File: config.mk
export PLATFORM = sky130hd
export DESIGN_NAME = int_to_fp
export DESIGN_NICKNAME = d
export VERILOG_FILES = /design/src/rtl/int_to_fp.sv
export SDC_FILE = /design/constraint.sdc
export NUM_CORES = 1
export LEC_CHECK = 0
export CAP_MARGIN = 20
export CELL_PAD_IN_SITES_DETAIL_PLACEMENT = 1
export CELL_PAD_IN_SITES_GLOBAL_PLACEMENT = 1
export CORE_ASPECT_RATIO = 1.1
export CORE_MARGIN = 4
export CORE_UTILIZATION = 39
export CTS_CLUSTER_DIAMETER = 80
export CTS_CLUSTER_SIZE = 28
export DETAILED_ROUTE_END_ITERATION = 8
export DONT_BUFFER_PORTS = 1
export PLACE_DENSITY_LB_ADDON = 0.25
export SLEW_MARGIN = 20
export SYNTH_ARGS = -nofsm -noshare
export SYNTH_HDL_FRONTEND = slang
export SYNTH_SLANG_ARGS = --single-unit
export TNS_END_PERCENT = 100
File: constraint.sdc
create_clock -name clk -period 1.7 [get_ports clk]
set_input_delay 0.51 -clock clk [delete_from_list [all_inputs] [get_ports clk]]
set_output_delay 0.51 -clock clk [all_outputs]
set_load 0.02 [all_outputs]
File: src/rtl/int_to_fp.sv
// int_to_fp: converts a 16-bit two's-complement integer into the 14-bit
// sign / 4-bit exponent / 9-bit normalized fraction FP format (value = 0.frac * 2^exp).
// Latency: out_valid rises s+1 cycles after the accepting edge (s = number of left shifts, 0..15).
// Backpressure: in_ready only in IDLE; results are held stable in DONE until out_ready.
//
// Ports:
//   clk, reset            rising-edge clock, asynchronous active-high reset
//   in_valid/in_ready     input handshake; in_data (16b signed) sampled on the accepting edge
//   out_valid/out_ready   output handshake for sign, exp[3:0], frac[8:0], ovf
//
// Build option: define INT_TO_FP_ROUND_EN to round half-up on the first bit below the
// 9-bit fraction window; otherwise the fraction is truncated.

module int_to_fp (
    input  logic        clk,
    input  logic        reset,
    input  logic        in_valid,
    output logic        in_ready,
    input  logic [15:0] in_data,
    output logic        out_valid,
    input  logic        out_ready,
    output logic        sign,
    output logic [3:0]  exp,
    output logic [8:0]  frac,
    output logic        ovf
);

    typedef enum logic [1:0] {
        IDLE = 2'd0,
        NORM = 2'd1,
        DONE = 2'd2
    } state_t;

    state_t      state;
    state_t      state_nxt;

    logic        neg;        // sign of the accepted integer
    logic [15:0] mag;        // magnitude being normalized
    logic [4:0]  e;          // exponent counter, starts at 16

    logic        norm_done;
    logic [3:0]  res_exp;
    logic [8:0]  res_frac;
    logic        res_ovf;

`ifdef INT_TO_FP_ROUND_EN
    logic [9:0]  frac_rnd;
    logic [4:0]  exp_rnd;
`endif

    // Normalization stops once the leading one sits at bit 15, or immediately for zero.
    assign norm_done = (mag == 16'd0) || mag[15];

    // ---------------- FSM: state register ----------------
    always_ff @(posedge clk or posedge reset) begin
        if (reset) begin
            state <= IDLE;
        end else begin
            state <= state_nxt;
        end
    end

    // ---------------- FSM: next-state logic ----------------
    always_comb begin
        state_nxt = state;
        case (state)
            IDLE: if (in_valid)  state_nxt = NORM;
            NORM: if (norm_done) state_nxt = DONE;
            DONE: if (out_ready) state_nxt = IDLE;
            default:             state_nxt = IDLE;
        endcase
    end

    // ---------------- FSM: outputs ----------------
    always_comb begin
        in_ready  = (state == IDLE);
        out_valid = (state == DONE);
    end

    // ---------------- Result formatting (evaluated on the NORM->DONE edge) ----------------
    always_comb begin
        res_exp  = e[3:0];
        res_frac = mag[15:7];
        res_ovf  = 1'b0;
`ifdef INT_TO_FP_ROUND_EN
        // Half-up on mag[6]; a carry out of the fraction renormalizes to 0x100 with exp+1.
        frac_rnd = {1'b0, mag[15:7]} + {9'd0, mag[6]};
        exp_rnd  = e + {4'd0, frac_rnd[9]};
        if (exp_rnd[4]) begin
            // Exponent of 16 or more cannot be encoded: saturate.
            res_exp  = 4'd15;
            res_frac = 9'h1FF;
            res_ovf  = 1'b1;
        end else if (frac_rnd[9]) begin
            res_exp  = exp_rnd[3:0];
            res_frac = 9'h100;
        end else begin
            res_frac = frac_rnd[8:0];
        end
`else
        // e stays at 16 only for -32768 (magnitude 0x8000), which the 4-bit exponent cannot hold.
        if (e[4]) begin
            res_exp  = 4'd15;
            res_frac = 9'h1FF;
            res_ovf  = 1'b1;
        end
`endif
        if (mag == 16'd0) begin
            res_exp  = 4'd0;
            res_frac = 9'd0;
            res_ovf  = 1'b0;
        end
    end

    // ---------------- Datapath ----------------
    always_ff @(posedge clk or posedge reset) begin
        if (reset) begin
            neg  <= 1'b0;
            mag  <= 16'd0;
            e    <= 5'd0;
            sign <= 1'b0;
            exp  <= 4'd0;
            frac <= 9'd0;
            ovf  <= 1'b0;
        end else begin
            case (state)
                IDLE: begin
                    if (in_valid) begin
                        neg <= in_data[15];
                        // Negation of 0x8000 wraps back to 0x8000, the correct unsigned magnitude.
                        mag <= in_data[15] ? (~in_data + 16'd1) : in_data;
                        e   <= 5'd16;
                    end
                end
                NORM: begin
                    if (norm_done) begin
                        sign <= neg && (mag != 16'd0);
                        exp  <= res_exp;
                        frac <= res_frac;
                        ovf  <= res_ovf;
                    end else begin
                        mag <= {mag[14:0], 1'b0};
                        e   <= e - 5'd1;
                    end
                end
                default: ;
            endcase
        end
    end

endmodule

==> summary.txt <==
Cell count after synthesis -> 244
CTS tree -> done
PortBufs -> 0
Post-synth net total -> 266
Post-synthesis adder-cell area fraction -> 0.0118
Antenna violations before repair -> 0
Slew margin rel. -> 0.675
Clk root buf -> clkbuf_8
Site Rows -> 27
Crit Path Max Fanout -> 6
Avg Inst Size Synth -> 8.67 sq um
Post-synthesis mux area share -> 0.0379
Hold Vio Cnt, Final -> 0
Yosys top cell by area -> dfrtp_1
Period minus WS final -> 1.75 ns
Pin count of the biggest net entering global routing -> 40
Skew final -> 0.00469 ns
Design area -> 2610 sq um
Syn. warnings -> 0
Routed Antenna Nets -> 0
Routed WL -> 5720 um
Number of global-route vias before repair -> 1980
Area grow syn2layout -> 23.3%
Post-synth ARST share -> 1.00
Critical path data required time -> 1.88 ns
Drt first pass iters -> 4
Synth top cells by count -> 39 x dfrtp_1, 35 x nand2_1, 31 x nor2_1
Cts hold-fix bufs -> 0
Power Density -> 1830 nW/um^2
Final HPWL from detailed placement -> 4220 um
Most numerous cell in the Yosys netlist -> dfrtp_1
Synth Register Bits -> 39
Critical Path Start Type -> flop
# IOs -> 37
Min Hold Slack -> 0.223 ns
Initial core utilization -> 0.412
Via count -> 1882
Run status -> finished with violations
Top FF cell, synth -> dfrtp_1
Violated checks -> setup timing
Post-synthesis xor/xnor area fraction -> 0.0331
Clk_lat worst skew -> 0.29 ns
Die W -> 78.2 um
Main combinational cell family by area after synthesis -> simple AND/OR/NAND/NOR gates
Clock Pin Slew Worst Setup and Hold Paths -> 0.08 ns
Leakage -> 1.14 nW
Sink Count -> 39
Area after DPL -> 2380 sq um
Share of cells above drive strength 1 -> 0.247
Number of flops mapped to enable cells by yosys -> 0
First-pass GRT wire length -> 9520 um
VDD IR max -> 0.000522 V
H-tree Lvls -> 2
Setup TNS -> -0.204 ns
RSZ-0062 raised after global routing -> true
FF-to-FF path depth -> 8
Crit path DAT -> 1.93 ns
Power, Total -> 4.77 mW
CP Class -> flop to flop
Inst Count DP -> 330
Vias per cell -> 5.49
Post-route setup slack -> -0.0510 ns
Gr usage total -> 0.179
Fin nets -> 293
Compound-cell area share of the yosys netlist -> 0.188
Diode count -> 0
Sequential area share after synthesis -> 0.462
Hold Crit Class -> input port to async pin
Mapped Area -> 2110 sq um
Area contributors post-synth -> dfrtp_1 46%, o21ai_0 7.1%, nand2_1 6.2%
Yosys cell types -> 40
Clk buf depth -> 2
Fmax -> 571 MHz
Final worst path period share -> 1.03
DR WL/cell -> 16.7 um
Final Util -> 0.508
Die ar. -> 6670 sq um
FILL cells -> 631
Final setup violation count -> 6
Post-route insts no fill -> 343
DRT iter0 DRCs -> 55
Remaining DRCs -> 0
Worst-margin pin slew -> 0.487 ns
Gp weighted congestion -> 0.736
Synth top area share -> 0.462
CORE AREA -> 5130 sq um
Die Height -> 85.2 um
CTS Buf Count -> 5
Synth Area in Simple Gates -> 0.226
Max Slew Vio Count -> 0
Gr ovfl total -> 0
Max-cap violations -> 0
Worst Setup End Kind -> flop
Dpl ws -> -0.206 ns
==> metal layers <==
metal  global-route usage  vias to the layer above  part of all wire
li1                     -                      912                 -
met1                0.218                      916              0.43
met2                0.312                       46              0.51
met3               0.0382                        8             0.043
met4               0.0620                        0             0.017
met5                    0                        -                 0
==> critical path, stage by stage (launching register included) <==
cell and delay [ns]:
dfrtp_1 0.40, nor4_2 0.30, buf_4 0.17, a41o_4 0.24, o21a_4 0.16, clkinvlp_4 0.08
buf_6 0.14, nor2_2 0.10, a31oi_1 0.05
==> worst paths after layout <==
| check | from | endpoint | slack (ns) |
|---|---|---|---|
| setup / recovery | mag[13] | mag[12] | -0.05 |
| max in group asynchronous | reset | mag[13] | 1.14 |
| hold reg to reg | e[3] | e[3] | 0.51 |
| hold / removal | reset | ovf | 0.22 |
| setup reg to reg | mag[13] | mag[12] | -0.05 |
| min in group clk | out_ready | state[1] | 0.33 |
==> power by group <==
part / internal (mW) / switching (mW) / leakage [nW] / total [mW]
Combinational: 1.00 / 1.16 / 0.625 / 2.16
Clock: 0.318 / 0.320 / 0.0470 / 0.638
Sequential: 1.38 / 0.590 / 0.465 / 1.97
==> cell usage in the layout, fill, tap and decap left out, types with 2 or more instances in the layout <==
cell      Yosys  final
a21o_1        3      3
a21oi_1      11     10
a21oi_2       1      2
a31oi_1       5      4
a32o_1        2      2
a41oi_1       3      2
and2_1        2      2
buf_4         0     30
buf_6         0      3
clkbuf_8      0      6
dfrtp_1      39     39
inv_1         9      6
inv_2         0      2
mux2i_1       8      8
nand2_1      35     35
nand2b_1      4      4
nand3_1       3      3
nand4_1       2      2
nor2_1       31     24
nor2_2        0      5
nor2_4        0      2
nor3_1        4      4
nor3b_1       2      2
nor4_1        8      4
nor4_2        0      4
o21ai_0      30     30
o22ai_1       4      4
o31ai_1       2      2
xnor2_1       4      4
xor2_1        4      4
==> kinds of logic (layout without fill, tap and decap cells) <==
kind of cell,after synthesis,after routing
AOI/OAI and AO/OA,65,65
xor gates and xnor gates,8,8
adders and majority gates,2,2
buffers and inverters,22,49
DFF,39,39
muxes,8,8
and+or+nand+nor,100,100
==> sequential cells by signal, summed over array words and instances (netlist names) <==
name and cells:
mag 16, e 5, frac 9, exp 4, neg 1, sign 1
state 2, ovf 1
==> timing repair <==
item | in CTS | in global routing
setup endpoints to repair | 8 | 38
buffers inserted | 1 | 5
resized for setup | 1 | 19
hold endpoints to repair | 0 | 0
pin swaps | 0 | 5
==> final cells by class <==
cell class                 count  area (sq um)  share of cell area
clock inverter                 1          5.00             0.00192
multi-input combinational    183          1160               0.444
tap                           72          90.1              0.0346
sequential                    39           976               0.374
inverter                       9          37.5              0.0144
clock buffer                   6          82.6              0.0317
timing repair buffer          33           259              0.0994
No activity file was read; power rests on OpenSTA's default activity.
==> RTL change 1, RTL diff (same flow settings) <==
Add a define of `INT_TO_FP_ROUND_EN`.
--- a/src/rtl/int_to_fp.sv
+++ b/src/rtl/int_to_fp.sv
@@ -11,4 +11,6 @@
 // Build option: define INT_TO_FP_ROUND_EN to round half-up on the first bit below the
 // 9-bit fraction window; otherwise the fraction is truncated.
+
+`define INT_TO_FP_ROUND_EN
 
 module int_to_fp (
Check against the original RTL: not equivalent (a bounded check fails within 4 cycles, from zero or initial values and one cycle with reset high).
==> RTL change 1 against the unedited design <==
The flow still finishes with violations (setup timing); power rose by 43%; wire length up 67%; sequential cell count unchanged; worst setup slack worse by 0.71 ns; cell area is 33% higher; die area rose by 6.5%; sequential power rose by 4%; hold slack worse by 0.0053 ns; final cell count rose by 20%; first-iteration DRC count up 95%; area after synthesis is 7.2% higher; highest routed layer unchanged.
==> RTL change 1: results (changes against the unedited design) <==
Power and ir drop:
- The maximum resistive drop on vdd was 0.8711 mV (was 0.5221 mV).
- The reported clock group power is 0.589 mW (was 0.638 mW).
- The power attributed to combinational cells is 4.18 mW (was 2.16 mW).
- The leakage power total came to 1.531 nW (was 1.137 nW).

Worst setup path:
- The largest fanout on the critical path is 7 (was 6).
- The arrival time at the worst endpoint came to 2.64 ns (was 1.93 ns).
- The number of cells on the worst reg-to-reg path is 11 (was 8).

Logic synthesis:
- Dominant cells by area after synthesis: sky130_fd_sc_hd__dfrtp_1 43%, sky130_fd_sc_hd__o21ai_0 6.0%, sky130_fd_sc_hd__nand2_1 5.8%, sky130_fd_sc_hd__ha_1 3.9%, sky130_fd_sc_hd__a21oi_1 3.5% (was sky130_fd_sc_hd__dfrtp_1 46%, sky130_fd_sc_hd__o21ai_0 7.1%, sky130_fd_sc_hd__nand2_1 6.2%, sky130_fd_sc_hd__nor2_1 5.5%, sky130_fd_sc_hd__mux2i_1 3.8%).
- The multiplexer share of the synthesized area is 0.02208 (was 0.03787).
- The share of the synthesized netlist area taken by xor and xnor gates was 0.06181 (was 0.03314).
- List of most frequent post-synthesis cells: 39 x sky130_fd_sc_hd__dfrtp_1, 35 x sky130_fd_sc_hd__nand2_1, 27 x sky130_fd_sc_hd__o21ai_0, 16 x sky130_fd_sc_hd__a21oi_1, 13 x sky130_fd_sc_hd__nor2_1 (was 39 x sky130_fd_sc_hd__dfrtp_1, 35 x sky130_fd_sc_hd__nand2_1, 31 x sky130_fd_sc_hd__nor2_1, 30 x sky130_fd_sc_hd__o21ai_0, 11 x sky130_fd_sc_hd__a21oi_1).
- The sequential element share of the synthesized area was 0.4305 (was 0.4615).
- The average instance area after synthesis is 8.856 um2 (was 8.666 um2).

Finish:
- The final net count was 364 (was 293).
- The number of fillers in the final layout is 611 (was 631).
- The share of layout cells above drive strength 1 was 0.4524 (was 0.2472).

Routing:
- The number of violations reported at the end of detailed-routing iteration 0 came to 107 (was 55).
- The detailed-route wire length is 9.567 mm (was 5.723 mm).
- The length of routed wiring on met1 was 3.534 mm (was 2.480 mm).

Global routing:
- The number of global-route vias before repair is 2686 (was 1980).

STA:
- The final worst clock skew is 0.004133 ns (was 0.004689 ns).
- The aggregate negative setup slack was -20.10 ns (was -0.2041 ns).
- The setup violation total in the final timing report is 38 (was 6).
- The post-route worst setup slack is -0.7585 ns (was -0.05098 ns).

Placed design:
- The instance area after placement was 0.002868 mm2 (was 0.002377 mm2).
- The estimated wirelength of the detail-placed design is 5.265 mm (was 4.219 mm).

Outcome:
- Result of the run: finished, violations left (unchanged).
- Violations in the final reports: setup timing (unchanged).
[RTL change 1: changes by cell type after synthesis, moves of 4 or more]
cell	unedited run	this run
sky130_fd_sc_hd__o31ai_1	2	7
sky130_fd_sc_hd__nor2_1	31	13
sky130_fd_sc_hd__xnor2_1	4	9
sky130_fd_sc_hd__a21oi_1	11	16
sky130_fd_sc_hd__or4_1	1	5
sky130_fd_sc_hd__ha_1	2	7
[RTL change 1: area by class of cell]
cell class                      instances  area (um2)  area share
Clock buffer                            6       72.57     0.02094
Sequential cell                        39       975.9      0.2816
Inverter                               12       65.06     0.01877
Tap cell                               75       93.84     0.02708
Timing Repair Buffer                   87       734.5      0.2119
Multi-Input combinational cell        192        1524      0.4397
[RTL change 1: worst paths after layout]
kind,startpoint,endpoint,slack (ns)
hold reg to reg,neg,neg,0.56
max in group asynchronous,reset,mag[7],1.12
min in group clk,out_ready,state[1],0.29
setup reg to reg,mag[6],frac[7],-0.76
hold / removal,reset,e[0],0.22
setup / recovery,mag[6],frac[7],-0.76
[RTL change 1: worst register-to-register path: stages (launching register included)]
cell                      delay [ns]
sky130_fd_sc_hd__dfrtp_1        0.40
sky130_fd_sc_hd__ha_2           0.21
sky130_fd_sc_hd__nand4_1        0.13
sky130_fd_sc_hd__nor2_2         0.15
sky130_fd_sc_hd__nand4_1        0.17
sky130_fd_sc_hd__inv_2          0.13
sky130_fd_sc_hd__ha_4           0.16
sky130_fd_sc_hd__ha_4           0.16
sky130_fd_sc_hd__nand3_4        0.12
sky130_fd_sc_hd__xnor2_4        0.22
sky130_fd_sc_hd__a211o_1        0.25
sky130_fd_sc_hd__a32o_1         0.25
[RTL change 1: what timing repair did]
action                                  CTS  global route
resized for setup                        46            31
buffers inserted                         21            12
pin swaps                                14             9
gates cloned                              2             0
endpoints found under the setup margin   38            38
==> RTL change 2, RTL diff (same flow settings) <==
Made on the original files. Reset style: synchronous (`reset`), changed in 2 clocked blocks. Comments in the files are not updated.
--- a/src/rtl/int_to_fp.sv
+++ b/src/rtl/int_to_fp.sv
@@ -53,5 +53,5 @@
 
     // ---------------- FSM: state register ----------------
-    always_ff @(posedge clk or posedge reset) begin
+    always_ff @(posedge clk) begin
         if (reset) begin
             state <= IDLE;
@@ -114,5 +114,5 @@
 
     // ---------------- Datapath ----------------
-    always_ff @(posedge clk or posedge reset) begin
+    always_ff @(posedge clk) begin
         if (reset) begin
             neg  <= 1'b0;
Function: differs if reset is asserted again (counterexample within 4 cycles, from zero or initial values and one cycle with reset high); with reset held inactive, the same outputs for 10 cycles.
==> RTL change 2 against the unedited design <==
The flow still finishes with violations (setup timing); cell area decreased by 4.3%; wire length decreased by 3.0%; area after synthesis decreased by 8.6%; via count decreased by 4.2%; die area decreased by 7.8%; global-route usage increased by 0.63 points; sequential cell count unchanged; worst setup slack got worse by 0.011 ns; hold slack improved by 0.051 ns; first-iteration DRC count increased by 13%; critical path type is now input port to flop; largest cell class unchanged.
Power is not compared: it rests on default switching activity, and its combinational part moved more than twofold at a synthesized area within 25%.
==> RTL change 2: results (changes against the unedited design) <==
Outcome:
- Result of the run: finished, violations left (unchanged).
- Violations in the final reports: setup timing (unchanged).

Worst setup path:
- The setup slack of the worst register-to-register path is 0 ns (was -0.05 ns).
- The number of cells on the worst reg-to-reg path is 6 (was 8).
- The largest fanout on the critical path was 4 (was 6).
- The endpoint of the lowest-slack register-to-register path is mag[12] (unchanged).

Placed design:
- The estimated wirelength of the detail-placed design was 3.902 mm (was 4.219 mm).
- The instance area after placement is 0.002265 mm2 (was 0.002377 mm2).
- The setup slack after placement is -0.3598 ns (was -0.2056 ns).
- The final weighted congestion in routability-driven placement is 0.7796 (was 0.7362).

STA:
- The final worst clock skew is 0.007808 ns (was 0.004689 ns).
- The setup violation total in the final timing report is 3 (was 6).
- The hold slack was 0.2739 ns (was 0.2230 ns).
- The post-route worst setup slack was -0.06224 ns (was -0.05098 ns).
- The worst max-slew margin expressed relative to the limit is 0.7021 (was 0.6753).

Finish:
- The final net count is 286 (was 293).
- The share of layout cells above drive strength 1 is 0.2814 (was 0.2472).
- The flip-flop and latch area is 784.5 um2 (was 975.9 um2).
- The number of fillers in the final layout is 552 (was 631).

Logic synthesis:
- The share of synthesized registers carrying an async set or reset came to 0 (was 1.000).
- Dominant cells by area after synthesis: sky130_fd_sc_hd__dfxtp_1 40%, sky130_fd_sc_hd__a21oi_1 7.3%, sky130_fd_sc_hd__xor2_1 5.9%, sky130_fd_sc_hd__nand2_1 5.6%, sky130_fd_sc_hd__o21ai_0 3.9% (was sky130_fd_sc_hd__dfrtp_1 46%, sky130_fd_sc_hd__o21ai_0 7.1%, sky130_fd_sc_hd__nand2_1 6.2%, sky130_fd_sc_hd__nor2_1 5.5%, sky130_fd_sc_hd__mux2i_1 3.8%).
- The post-synthesis cell type count was 38 (was 40).
- The sequential element share of the synthesized area is 0.4041 (was 0.4615).

Global routing:
- The number of global-route vias before repair is 1780 (was 1980).
- The wire length of the first global-routing pass was 8.631 mm (was 9.515 mm).

Routing:
- The number of violations reported at the end of detailed-routing iteration 0 was 62 (was 55).
- The detail-routed net length per standard cell is 17.41 um (was 16.69 um).

Min path:
- The worst hold-check path type is input port to flop (was input port to async pin).
-- RTL change 2: cell count changes in the layout (fill, tap and decap cells not counted), sizes merged, moves of 9 or more --
| cell | delta |
|---|---|
| nor2 | -14 |
| xor2 | +9 |
| a21oi | +16 |
| o21ai | -15 |
| dfrtp | -39 |
| dfxtp | +39 |
-- RTL change 2: worst min-delay path by stage --
stage / endpoint
after floorplan: neg
after detailed placement: neg
after global placement: neg
after CTS: mag[0]
final: mag[2]
after global routing: mag[1]
-- RTL change 2: metrics by stage --
| stage | instances | setup TNS, ns |
|---|---|---|
| floorplan | 240 | -2.061 |
| global placement | 312 | -3.399 |
| detailed placement | 312 | -4.257 |
| CTS | 318 | -0.1123 |
| global route | 319 | -1.378 |
| finish | 319 | -0.1175 |
-- RTL change 2: cell type report --
class	instances	share of cell area
Tap cell	56	0.02808
Inverter	4	0.009027
Clock buffer	6	0.02909
Multi-Input combinational cell	180	0.5060
Sequential cell	39	0.3144
Timing Repair Buffer	34	0.1133
-- RTL change 2: power by group --
part	leakage (nW)	switching, mW	internal (mW)
Combinational	0.569	0.445	0.437
Sequential	0.320	0.113	1.01
Clock	0.0371	0.307	0.274
-- RTL change 2: cells by family (layout without fill, tap and decap cells) --
family / count (synthesis) / in the layout / synth area share
compound gates: 75 / 75 / 0.2442
simple gates: 85 / 86 / 0.2176
flops: 39 / 39 / 0.4041
xor+xnor: 15 / 15 / 0.06801
fa+ha+maj: 2 / 2 / 0.01295
buf+inv: 22 / 44 / 0.04274
mux: 2 / 2 / 0.01036
-- RTL change 2: layer usage --
layer  up-vias  wire length [um]  track usage
met2        44              2634       0.2927
met5         -                 0            0
met4         0               114      0.05338
li1        899                 -            -
met3         9               316      0.05630
met1       851              2488       0.2424
-- RTL change 2: worst max-delay path, stage by stage --
cell                       delay, ns
sky130_fd_sc_hd__or4_4          0.53
sky130_fd_sc_hd__or2_4          0.27
sky130_fd_sc_hd__o31a_1         0.28
sky130_fd_sc_hd__a311oi_1       0.23
sky130_fd_sc_hd__o31ai_1        0.11
-- RTL change 2: repair_timing --
item / 4_1_cts / 5_1_grt
gates cloned: 0 / 1
setup endpoints to repair: 34 / 25
hold buffers: 0 / 0
resized for setup: 12 / 24
setup buffers: 0 / 1
pin swaps: 0 / 9
